[config.mk]
export PLATFORM = sky130hd
export DESIGN_NAME = alu_seq_unit
export DESIGN_NICKNAME = d
export VERILOG_FILES = /design/src/rtl/alu_seq_unit.sv
export SDC_FILE = /design/constraint.sdc
export NUM_CORES = 1
export LEC_CHECK = 0
export ABC_AREA = 1
export BUFFER_PORTS_ARGS = -buffer_cell sky130_fd_sc_hd__buf_2
export CAP_MARGIN = 20
export CELL_PAD_IN_SITES_DETAIL_PLACEMENT = 1
export CELL_PAD_IN_SITES_GLOBAL_PLACEMENT = 1
export CORE_MARGIN = 2
export CORE_UTILIZATION = 30
export CTS_CLUSTER_DIAMETER = 30
export CTS_CLUSTER_SIZE = 28
export DETAILED_ROUTE_END_ITERATION = 10
export PLACE_DENSITY = 0.6
export SETUP_SLACK_MARGIN = 0.5
export SYNTH_ARGS = -nofsm -noshare
export SYNTH_HDL_FRONTEND = slang
export SYNTH_SLANG_ARGS = --single-unit
[constraint.sdc]
create_clock -name clk -period 2.7 [get_ports clk]
set_clock_uncertainty 0.2 [all_clocks]
set_input_delay 0.27 -clock clk [delete_from_list [all_inputs] [get_ports clk]]
set_output_delay 0.27 -clock clk [all_outputs]
set_load 0.03 [all_outputs]
[src/rtl/alu_seq_unit.sv]
// alu_seq_unit: request/response ALU with a bit-serial shifter.
// Arithmetic, logic and branch ops finish one cycle after accept. SLL/SRL
// shift one bit per cycle unless ALU_FAST_SHIFT_EN is defined, in which case
// they use a single-cycle barrel shift and the SHIFT state and counter go away.
// The result is held in DONE until the consumer takes it.

`ifndef ALU_ADD
`define ALU_ADD  4'd0
`define ALU_SUB  4'd1
`define ALU_AND  4'd2
`define ALU_OR   4'd3
`define ALU_XOR  4'd4
`define ALU_SLL  4'd5
`define ALU_SRL  4'd6
`define ALU_BEQ  4'd7
`define ALU_BNE  4'd8
`define ALU_BLT  4'd9
`define ALU_BGE  4'd10
`define ALU_ZERO 4'd11
`endif

module alu_seq_unit #(
   parameter int DATA_W  = 32,
   parameter int SHAMT_W = 5
) (
   input  logic              clk,
   input  logic              reset,
   input  logic              in_valid,
   output logic              in_ready,
   input  logic [3:0]        alu_op,
   input  logic [DATA_W-1:0] alu_in_1,
   input  logic [DATA_W-1:0] alu_in_2,
   output logic              out_valid,
   input  logic              out_ready,
   output logic [DATA_W-1:0] alu_result,
   output logic              alu_bcond
);

`ifdef ALU_FAST_SHIFT_EN
   typedef enum logic [1:0] {IDLE = 2'd0, DONE = 2'd2} state_t;
`else
   typedef enum logic [1:0] {IDLE = 2'd0, SHIFT = 2'd1, DONE = 2'd2} state_t;
`endif

   state_t              state, state_n;
   logic [DATA_W-1:0]   res_n;
   logic                bc_n;
   logic [SHAMT_W-1:0]  shamt;

`ifndef ALU_FAST_SHIFT_EN
   logic [DATA_W-1:0]   acc, acc_n;
   logic [SHAMT_W-1:0]  cnt, cnt_n;
   logic                dir_left, dir_left_n;
`endif

   assign shamt     = alu_in_2[SHAMT_W-1:0];
   assign in_ready  = (state == IDLE);
   assign out_valid = (state == DONE);

   // Next state and next datapath values; everything holds unless updated.
   always_comb begin
      state_n = state;
      res_n   = alu_result;
      bc_n    = alu_bcond;
`ifndef ALU_FAST_SHIFT_EN
      acc_n      = acc;
      cnt_n      = cnt;
      dir_left_n = dir_left;
`endif
      case (state)
         IDLE: begin
            if (in_valid) begin
               state_n = DONE;
               res_n   = '0;
               bc_n    = 1'b0;
               case (alu_op)
                  `ALU_ADD: res_n = alu_in_1 + alu_in_2;
                  `ALU_SUB: res_n = alu_in_1 - alu_in_2;
                  `ALU_AND: res_n = alu_in_1 & alu_in_2;
                  `ALU_OR:  res_n = alu_in_1 | alu_in_2;
                  `ALU_XOR: res_n = alu_in_1 ^ alu_in_2;
`ifdef ALU_FAST_SHIFT_EN
                  `ALU_SLL: res_n = alu_in_1 << shamt;
                  `ALU_SRL: res_n = alu_in_1 >> shamt;
`else
                  `ALU_SLL, `ALU_SRL: begin
                     if (shamt == '0) begin
                        res_n = alu_in_1;
                     end else begin
                        // Serial path: outputs keep the previous result until DONE.
                        state_n    = SHIFT;
                        res_n      = alu_result;
                        bc_n       = alu_bcond;
                        acc_n      = alu_in_1;
                        cnt_n      = shamt;
                        dir_left_n = (alu_op == `ALU_SLL);
                     end
                  end
`endif
                  `ALU_BEQ: bc_n = (alu_in_1 == alu_in_2);
                  `ALU_BNE: bc_n = (alu_in_1 != alu_in_2);
                  `ALU_BLT: bc_n = ($signed(alu_in_1) <  $signed(alu_in_2));
                  `ALU_BGE: bc_n = ($signed(alu_in_1) >= $signed(alu_in_2));
                  default:  ;
               endcase
            end
         end
`ifndef ALU_FAST_SHIFT_EN
         SHIFT: begin
            acc_n = dir_left ? (acc << 1) : (acc >> 1);
            cnt_n = cnt - 1'b1;
            if (cnt == {{(SHAMT_W-1){1'b0}}, 1'b1}) begin
               state_n = DONE;
               res_n   = acc_n;
               bc_n    = 1'b0;
            end
         end
`endif
         DONE: begin
            if (out_ready) state_n = IDLE;
         end
         default: state_n = IDLE;
      endcase
   end

   // State and datapath registers; reset overrides any in-flight work.
   always_ff @(posedge clk) begin
      if (reset) begin
         state      <= IDLE;
         alu_result <= '0;
         alu_bcond  <= 1'b0;
`ifndef ALU_FAST_SHIFT_EN
         acc        <= '0;
         cnt        <= '0;
         dir_left   <= 1'b0;
`endif
      end else begin
         state      <= state_n;
         alu_result <= res_n;
         alu_bcond  <= bc_n;
`ifndef ALU_FAST_SHIFT_EN
         acc        <= acc_n;
         cnt        <= cnt_n;
         dir_left   <= dir_left_n;
`endif
      end
   end

endmodule

==> results.ini, run 1 <==
[run_status]
status=completed

[global_route]
track_usage_pct=28.6
met1_usage_pct=36.2
grt_max_degree=48
busiest_layer=met2
grt.overflow.total=0
grt_pass1_vias=12400
use_met2_pct=50.3
grtUsageMet3_pct=2.71
grt_pass1_wl_um=72900
grt_antenna_before_repair=0

[synth]
synth_ff_type=dfxtp_1
synthesis.area_um2=9470
yosys.cell_types.count=47
syn_nets=1819
synth.avg_cell_area_um2=5.77
syn_inst=1640
ys_async_sr_fraction_pct=0
synth_edf_count=0
ys_seq_elements=73
yosysSeqAreaShare_pct=15.4
yosysWarnings=0

[routing]
ant_nets=0
drt_wl_total_um=48200
wl_per_cell_um=21.0
drtPass1Iterations=5
viasPerCell=5.29
first_iter_violations=606
via_count=12200
drc=0

[clocking]
htreeDepth=3
cts_tree=yes
numCtsBuffers=9
clk_pin_slew_ns=0.06
clk_latency_ns=0.36
cts.sinks=73
root_buffer=clkbuf_16
clockBufferDepth=2

[layout]
drive_above_1_share_pct=31.9
stdcell_count=2297
diodes=0
areaGrowthSynthToFinish_pct=41.2
utilization_pct=42.7
final_nets=2069

[critical_path]
end_kind=flop
reg2reg_slack_ns=0.64
r2r-start=state[1]
worstSetupPathType=in2reg
startpoint=alu_in_1[0]
worstPathArrival_ns=2.25
worst_path_max_delay_cell=fa_2
critPathMaxFanout=4
critPathRequiredTime_ns=2.78
cp_cell_sequence=clkbuf_4, inv_4, ha_4, inv_2, fa_2, nand3_2, nand2_2, nand2_2, nand2_4, buf_4, o22ai_1, a21oi_1, nand3_1, nand2_1, a21oi_1
max_stage_delay_ns=0.38
worst_setup_path_start_kind=primary input

[sta]
worst_pin_slew_ns=0.651
hold_ws_ns=0.0640
finalWorstSetupSlack_ns=0.537
period_minus_slack_ns=2.16
fmaxAchievable_ghz=0.462
setup_viol=0
finalCritPeriodShare_pct=80.1
setup_tns_ns=0
drv_slew=0
finalHoldViolCount=0
timing.slew.headroom_pct=56.5
rsz0062_at_grt=true

[placed_design]
port_buffers=106
dp_cells=2250
gp_congestion=0.913
dp_hpwl_um=37900
place_ws_ns=-0.201

[min_path]
hold_start=alu_in_1[1]
hp-class=in2reg

[die]
core-area_um2=31300
io_pins=107
rows=65
die_x_um=182
die_h_um=182
die-area_um2=33000
start_util_pct=30.2

[power]
swShare_pct=41.9
clkPwrFrac_pct=27.6
p_sw_uw=2190
power_density_nw_per_um2=391
vdd_drop_max_v=0.000278
internal_power_uw=3030
seq_power_share_pct=23.7
power.static_leakage_uw=0.00645
combPwrFrac_pct=48.7

[flow_run]
cap_viol_max_count=0

## final cells by class
| cell class | count | area, um2 |
|---|---|---|
| inverters | 236 | 903 |
| flip-flops and latches | 73 | 1460 |
| fillers | 4165 | 17900 |
| clock buffers | 9 | 225 |
| well taps | 402 | 503 |
| repair buffers | 316 | 2220 |
| clock inverters | 7 | 118 |
| multi-input cells | 1254 | 7930 |
## sequential cells by signal, indices dropped and copies added, names as in the netlist
register	cells
acc	32
alu_result	32
cnt	5
state	2
alu_bcond	1
dir_left	1
## cell usage after synthesis (21+ instances only)
cell,n,area (um2)
a221oi_1,21,184
o22ai_1,24,150
ha_1,105,1310
nand3_1,119,596
o21ai_1,26,130
buf_2,30,150
a21oi_1,203,1020
clkbuf_1,33,124
nand2_1,412,1550
nor2_1,140,526
inv_1,230,863
dfxtp_1,73,1460
o21ai_0,110,551
## cells in the final DEF (no fill, tap or decap), drive strengths merged, types with 2 or more instances in the layout
cell,instances
dlygate4sd3,2
a31oi,11
o21ai,136
clkbuf,11
nand3,120
nor2,149
o2111ai,2
nor3,16
nor4,2
inv,233
o22ai,24
o211ai,4
fa,2
nand2,413
clkinv,3
nand3b,2
a221oi,21
ha,105
clkinvlp,4
a21oi,206
or2,2
buf,311
nand4,7
a211oi,2
bufinv,3
o21bai,11
a21o,3
xor2,7
dfxtp,73
## power by group through the flow
stage               Combinational [uW]  Clock [uW]  Sequential (uW)
floorplan                         1090           0             1340
global placement                  2060           0             1260
detailed placement                2100           0             1260
CTS                               2230        1480             1240
global route                      2750        1500             1250
finish                            2540        1440             1240
## path summary, 6_finish.rpt
| kind | end | depth (start not counted) |
|---|---|---|
| hold reg to reg | acc[3] | 2 |
| setup reg to reg | alu_result[19] | 7 |
| hold / removal | acc[1] | 3 |
| setup / recovery | alu_result[8] | 15 |
## through the flow
stage | power [uW] | instance area (um2)
after detailed placement | 3350 | 11500
final | 5220 | 13400
after CTS | 4940 | 12300
after global placement | 3320 | 11500
after global routing | 5500 | 13400
after floorplan | 2430 | 9470
## critical path: cells and delay by family
| family | cells | cell delay (ns) |
|---|---|---|
| buf+inv | 4 | 0.41 |
| fa+ha+maj | 2 | 0.51 |
| compound gates | 3 | 0.52 |
| simple gates | 6 | 0.52 |
## cell families (layout without fill, tap and decap cells)
group | count (synthesis) | in the layout | synth area share [%]
xor gates and xnor gates | 8 | 8 | 0.740
buffers and inverters | 314 | 568 | 13.7
and+or+nand+nor | 711 | 712 | 30.9
AOI/OAI and AO/OA | 427 | 427 | 24.9
adders and majority gates | 107 | 107 | 14.3
DFF | 73 | 73 | 15.4
## layer usage
metal / vias up / routed length (um)
li1: 5877 / -
met1: 5926 / 21500
met2: 270 / 23500
met3: 84 / 1370
met4: 0 / 1820
met5: - / 0
## repair_timing
action,4_1_cts,5_1_grt
endpoints found under the hold margin,2,0
setup buffers,4,23
setup endpoints to repair,35,59
gates resized for setup,91,243
hold buffers,2,0
gates cloned,2,0
pin swaps,12,64
(Power assumes the default switching activity.)
==> run 2, diff against run 1 <==
Settings changed: ABC_AREA 1 to 0.
Clock period 2.7 ns to 1.9 ns, I/O delays scaled along.
==> results.ini, run 2 <==
[run_status]
status=finished with violations
violations=negative setup slack

[clocking]
numCtsBuffers=9  ; unchanged
cts_tree=yes
clk_latency_ns=0.36  ; about the same
clk_pin_slew_ns=0.06  ; about the same
cts.sinks=73  ; unchanged
clockBufferDepth=2  ; unchanged
htreeDepth=3  ; unchanged
root_buffer=clkbuf_16

[power]
vdd_drop_max_v=0.000518  ; +86%
power.static_leakage_uw=0.00691  ; +7.2%
power_density_nw_per_um2=479  ; +23%

[placed_design]
place_ws_ns=-1.75  ; -1.55 ns
port_buffers=106  ; unchanged
gp_congestion=0.945  ; +3.4%
dp_hpwl_um=37000  ; -2.4%
dp_cells=2102  ; -6.6%

[synth]
yosysWarnings=0  ; unchanged
synth.most_common_cell=a21oi_1
synth.area.top_cells=dfxtp_1 (17%), ha_1 (15%), a21oi_1 (9.0%)
synth_edf_count=0  ; unchanged
synth_common_cells=a21oi_1 (159), nor2_1 (146), ha_1 (105), o21ai_0 (97), nand2_1 (95)
synth_top_area_cell=dfxtp_1
synthesis.area_um2=8800  ; -7.1%
yosysSeqAreaShare_pct=16.6  ; +1.2 points
yosys.cell_types.count=86  ; +83%
synth_ff_type=dfxtp_1
syn_nets=1433  ; -21%
syn_inst=1254  ; -24%
ys_async_sr_fraction_pct=0  ; unchanged
synth.avg_cell_area_um2=7.02  ; +22%
ys_seq_elements=73  ; unchanged
synth_top_area_share_pct=16.6  ; +0.28 points

[die]
die_h_um=175  ; -3.5%
io_pins=107  ; unchanged
rows=62  ; -4.6%
die_x_um=175  ; -3.5%
core-area_um2=28800  ; -8.1%
start_util_pct=30.6  ; +0.33 points
die-area_um2=30700  ; -6.9%

[critical_path]
end_kind=flop
worst_setup_path_start_kind=primary input
startpoint=alu_in_2[1]
cpMostUsedCell=buf_4
path_buf_inv=7  ; +3
worstSetupPathType=in2reg
cp_cell_sequence=buf_8, clkinvlp_4, ha_4, buf_6, nor3_4, o311ai_4, buf_4, buf_6, a31oi_4, a211oi_2, buf_4, xnor2_2, o21ai_1, a211oi_2, buf_4, o221ai_2, o21ai_1, nor2_1
worst_path_max_delay_cell=a211oi_2
worstPathArrival_ns=2.92  ; +0.67 ns
max_stage_delay_ns=0.39  ; about the same
cp_top_family=compound AO/OA/AOI/OAI gates
critPathMaxFanout=4  ; unchanged
r2r-start=cnt[1]
critPathRequiredTime_ns=1.92  ; -0.86 ns

[global_route]
grt.overflow.total=0  ; unchanged
grt_pass1_vias=12000  ; -3.4%
track_usage_pct=29.9  ; +1.3 points
grt_antenna_before_repair=1  ; +1
grt_max_degree=40  ; -17%
grt_pass1_wl_um=71000  ; -2.6%

[routing]
via_count=12000  ; -1.3%
first_iter_violations=927  ; +53%
ant_nets=0  ; unchanged
drtPass1Iterations=6  ; +1
wl_per_cell_um=22.4  ; +6.7%
viasPerCell=5.51  ; +4.1%
drc=0  ; unchanged
drt_wl_total_um=48800  ; +1.2%

[sta]
finalWorstSetupSlack_ns=-0.996  ; -1.53 ns
setup_viol=72  ; +72
period_minus_slack_ns=2.90
rsz0062_at_grt=true
finalCritPeriodShare_pct=152
finalHoldViolCount=0  ; unchanged
timing.slew.headroom_pct=47.4  ; -9.1 points
drv_slew=0  ; unchanged
fmaxAchievable_ghz=0.345
worst_pin_slew_ns=0.781  ; +0.130 ns

[layout]
final_nets=1968  ; -4.9%
layout_common_cells=buf_4 (449), nor2_1 (128), a21oi_1 (117)
areaGrowthSynthToFinish_pct=79.1
utilization_pct=54.7  ; +12 points
stdcell_count=2178  ; -5.2%
diodes=0  ; unchanged
reg.largest.list=acc x32, alu_result x32, cnt x5
drive_above_1_share_pct=51.4  ; +20 points
layout_commonest_cell=buf_4

[min_path]
hp-class=in2reg
hold_start=reset

[flow_run]
cap_viol_max_count=0  ; unchanged

==> run 2: final cells by class <==
| type | count | area [um2] |
|---|---|---|
| repair buffers | 612 | 4810 |
| clock buffers | 9 | 225 |
| multi-input cells | 998 | 8270 |
| fillers | 3426 | 13000 |
| well taps | 384 | 480 |
| inverters | 95 | 420 |
| flip-flops and latches | 73 | 1470 |
| clock inverters | 7 | 77.6 |
==> run 2: final timing paths <==
| path | to | slack, ns | depth (start not counted) |
|---|---|---|---|
| hold / removal | alu_result[31] | 0.07 | 3 |
| setup / recovery | alu_result[15] | -1.0 | 18 |
| hold reg to reg | alu_result[17] | 0.25 | 2 |
| setup reg to reg | alu_result[30] | -0.53 | 9 |
==> run 2: power by group <==
| group | leakage [uW] | internal, uW | switching [uW] | total (uW) |
|---|---|---|---|---|
| registers | 0.000596 | 1600 | 54.9 | 1650 |
| logic | 0.00617 | 1870 | 2190 | 4060 |
| clock network | 0.000146 | 1030 | 799 | 1830 |
==> run 2: stage by stage <==
stage | power (uW) | area [um2] | TNS, ns | hold WS (ns)
2_1_floorplan | 3370 | 9540 | -19.62 | 0.163
3_3_place_gp | 4960 | 13500 | -52.28 | 0.242
3_5_place_dp | 5020 | 13500 | -56.75 | 0.249
4_1_cts | 7140 | 14800 | -42.42 | 0.0537
5_1_grt | 7860 | 15800 | -55.04 | 0.105
6_report | 7550 | 15800 | -49.22 | 0.0660
==> run 2: metal layers <==
metal	part of all wire (%)	track usage, %
met1	47	43.3
met2	47	48.1
met3	4.8	2.76
met4	1.3	5.90
met5	0	0
==> run 2: cells by family (layout without fill, tap and decap cells) <==
kind of cell	Yosys count	in the layout	synth area share [%]
XOR/XNOR	26	26	2.59
buffers and inverters	184	723	8.33
AND/OR/NAND/NOR	381	382	20.4
adder cells (fa/ha/maj)	107	107	15.4
AO/OA/AOI/OAI	449	449	32.7
multiplexers	34	34	3.95
flip-flops	73	73	16.6
==> run 2: worst min-delay path, cell delays in order <==
cell     delay [ns]
buf_2          0.16
a21oi_1        0.14
a211o_1        0.10
==> run 2: what timing repair did <==
item,4_1_cts,5_1_grt
endpoints found under the setup margin,75,76
gates resized for setup,170,152
pin swaps,70,89
buffers inserted,25,24
cloned,1,8
endpoints found under the hold margin,3,0
hold buffers,2,0
==> run 3, diff against run 2 <==
Settings changed: SETUP_SLACK_MARGIN 0.5 to default.
==> results.ini, run 3 (synthesized netlist as in run 2, its figures left out) <==
[critical_path]
reg2reg_slack_ns=-0.65  ; -0.12 ns
critPathMaxFanout=4  ; unchanged
worstPathArrival_ns=2.91  ; about the same
cpMostUsedCell=buf_6
worst_path_max_delay_cell=a2111oi_4
max_stage_delay_ns=0.40  ; about the same
reg2regPathDepth=10  ; +1
end_kind=flop
critPathRequiredTime_ns=1.93  ; about the same
r2r-start=cnt[1]
reg2reg_to=alu_result[18]
worst_setup_path_start_kind=primary input
cp_cell_sequence=buf_12, buf_6, ha_4, fa_2, a21o_1, a31o_4, a211oi_4, buf_6, o2111ai_4, a2111oi_4, o31ai_2, xnor2_1, o21ai_1, a21oi_1, nor3_1
worstSetupPathType=in2reg

[global_route]
track_usage_pct=31.6  ; +1.8 points
grt.overflow.total=0  ; unchanged
grt_antenna_before_repair=0  ; -1
grt_max_degree=55  ; +38%
grt_pass1_wl_um=74800  ; +5.4%
grt_pass1_vias=12600  ; +5.0%

[clocking]
clk_pin_slew_ns=0.07  ; about the same
clk_latency_ns=0.35  ; about the same
htreeDepth=3  ; unchanged
clockBufferDepth=2  ; unchanged
cts.sinks=73  ; unchanged
numCtsBuffers=9  ; unchanged
root_buffer=clkbuf_16
cts_tree=yes

[sta]
rsz0062_at_grt=true
finalWorstSetupSlack_ns=-0.981  ; +0.0154 ns
setup_tns_ns=-28.99  ; +20.23 ns
setup_viol=72  ; unchanged
period_minus_slack_ns=2.88  ; -0.0154 ns
fmaxAchievable_ghz=0.347  ; +0.53%
finalCritPeriodShare_pct=152  ; -0.81 points
worst_pin_slew_ns=0.962  ; +0.181 ns
timing.slew.headroom_pct=35.2  ; -12 points
finalHoldViolCount=0  ; unchanged
drv_slew=0  ; unchanged

[layout]
final_nets=1980  ; +0.61%
reg.largest.list=acc x32, alu_result x32, cnt x5
diodes=0  ; unchanged
areaGrowthSynthToFinish_pct=83.9
layout_common_cells=buf_4 (452), nor2_1 (127), a21oi_1 (109)
layout_commonest_cell=buf_4
drive_above_1_share_pct=52.4  ; +0.99 points

[routing]
viasPerCell=5.51  ; about the same
first_iter_violations=825  ; -11%
drt_wl_total_um=50200  ; +3.1%
wl_per_cell_um=22.9  ; +2.5%
drtPass1Iterations=5  ; -1
drc=0  ; unchanged
ant_nets=0  ; unchanged
via_count=12100  ; +0.48%

[power]
p_sw_uw=3050  ; about the same
vdd_drop_max_v=0.000485  ; -6.3%
combPwrFrac_pct=54.2  ; +0.3 points
power.static_leakage_uw=0.00708  ; +2.4%
internal_power_uw=4690  ; +4.2%
swShare_pct=39.4  ; -0.98 points
seq_power_share_pct=21.4  ; -0.5 points
power_density_nw_per_um2=478  ; -0.14%
clkPwrFrac_pct=24.4  ; +0.2 points

[die]
io_pins=107  ; unchanged
die-area_um2=30700  ; unchanged
core-area_um2=28800  ; unchanged
die_x_um=175  ; unchanged
die_h_um=175  ; unchanged
start_util_pct=30.6  ; unchanged
rows=62  ; unchanged

[flow_run]
cap_viol_max_count=0  ; unchanged

[placed_design]
port_buffers=106  ; unchanged
place_ws_ns=-1.55  ; +0.198 ns
dp_hpwl_um=37600  ; +1.8%
gp_congestion=0.941  ; -0.36%

[min_path]
hold_start=alu_in_2[4]
hp-class=in2reg
holdPathStages=4  ; +1
min_to=cnt[4]

[run_status]
status=finished with violations
violations=negative setup slack

[run 3: worst max-delay path: cells and delay by family]
| family | cells | cell delay [ns] |
|---|---|---|
| AOI/OAI and AO/OA | 8 | 1.57 |
| adders and majority gates | 2 | 0.50 |
| buffers and inverters | 3 | 0.40 |
| xor gates and xnor gates | 1 | 0.16 |
| and+or+nand+nor | 1 | 0.08 |
[run 3: layout make-up]
class | instances | area, um2
timing repair buffer | 625 | 5060
sequential | 73 | 1470
tap | 384 | 480
fill | 3454 | 12600
multi-input combinational | 997 | 8430
clock inverter | 6 | 82.6
inverter | 95 | 425
clock buffer | 10 | 229
[run 3: power by group through the flow]
stage	Clock, uW	Combinational (uW)	Sequential, uW
after global placement	0	3320	1680
after floorplan	0	1600	1760
final	1890	4190	1660
after global routing	1960	4450	1660
after detailed placement	0	3380	1680
after CTS	1880	3870	1650
[run 3: metrics by stage]
| step | hold slack (ns) | area, um2 | cells | utilization, % | power (uW) |
|---|---|---|---|---|---|
| after detailed placement | 0.254 | 13500 | 2109 | 46.9 | 5060 |
| after floorplan | 0.163 | 9510 | 1254 | - | 3370 |
| final | 0.117 | 16200 | 2190 | 56.2 | 7740 |
| after global placement | 0.248 | 13500 | 2109 | 46.9 | 5010 |
| after CTS | 0.107 | 15400 | 2177 | 53.6 | 7410 |
| after global routing | 0.130 | 16200 | 2190 | 56.2 | 8070 |
[run 3: repair_timing]
item	4_1_cts	5_1_grt
pin swaps	119	145
hold endpoints to repair	3	0
gates resized for setup	232	146
setup endpoints to repair	72	72
buffers inserted	44	24
cloned	11	2
hold buffers	2	0
[run 3: layer usage]
| layer | global-route usage, % | part of all wire (%) |
|---|---|---|
| met5 | 0 | 0 |
| met4 | 7.92 | 2.2 |
| met3 | 5.83 | 5.8 |
| met2 | 51.5 | 46 |
| met1 | 43.0 | 46 |
[run 3: worst max path at each step]
stage,start,cells after the start,endpoint,slack [ns]
after floorplan,alu_in_1[9],13,alu_bcond,-1.01
after global placement,alu_in_1[0],13,alu_result[30],-1.45
after detailed placement,alu_in_1[0],15,alu_result[14],-1.55
after CTS,alu_in_2[7],13,alu_bcond,-1.00
after global routing,alu_in_1[0],15,alu_result[30],-1.10
final,alu_in_1[0],15,alu_result[30],-0.98
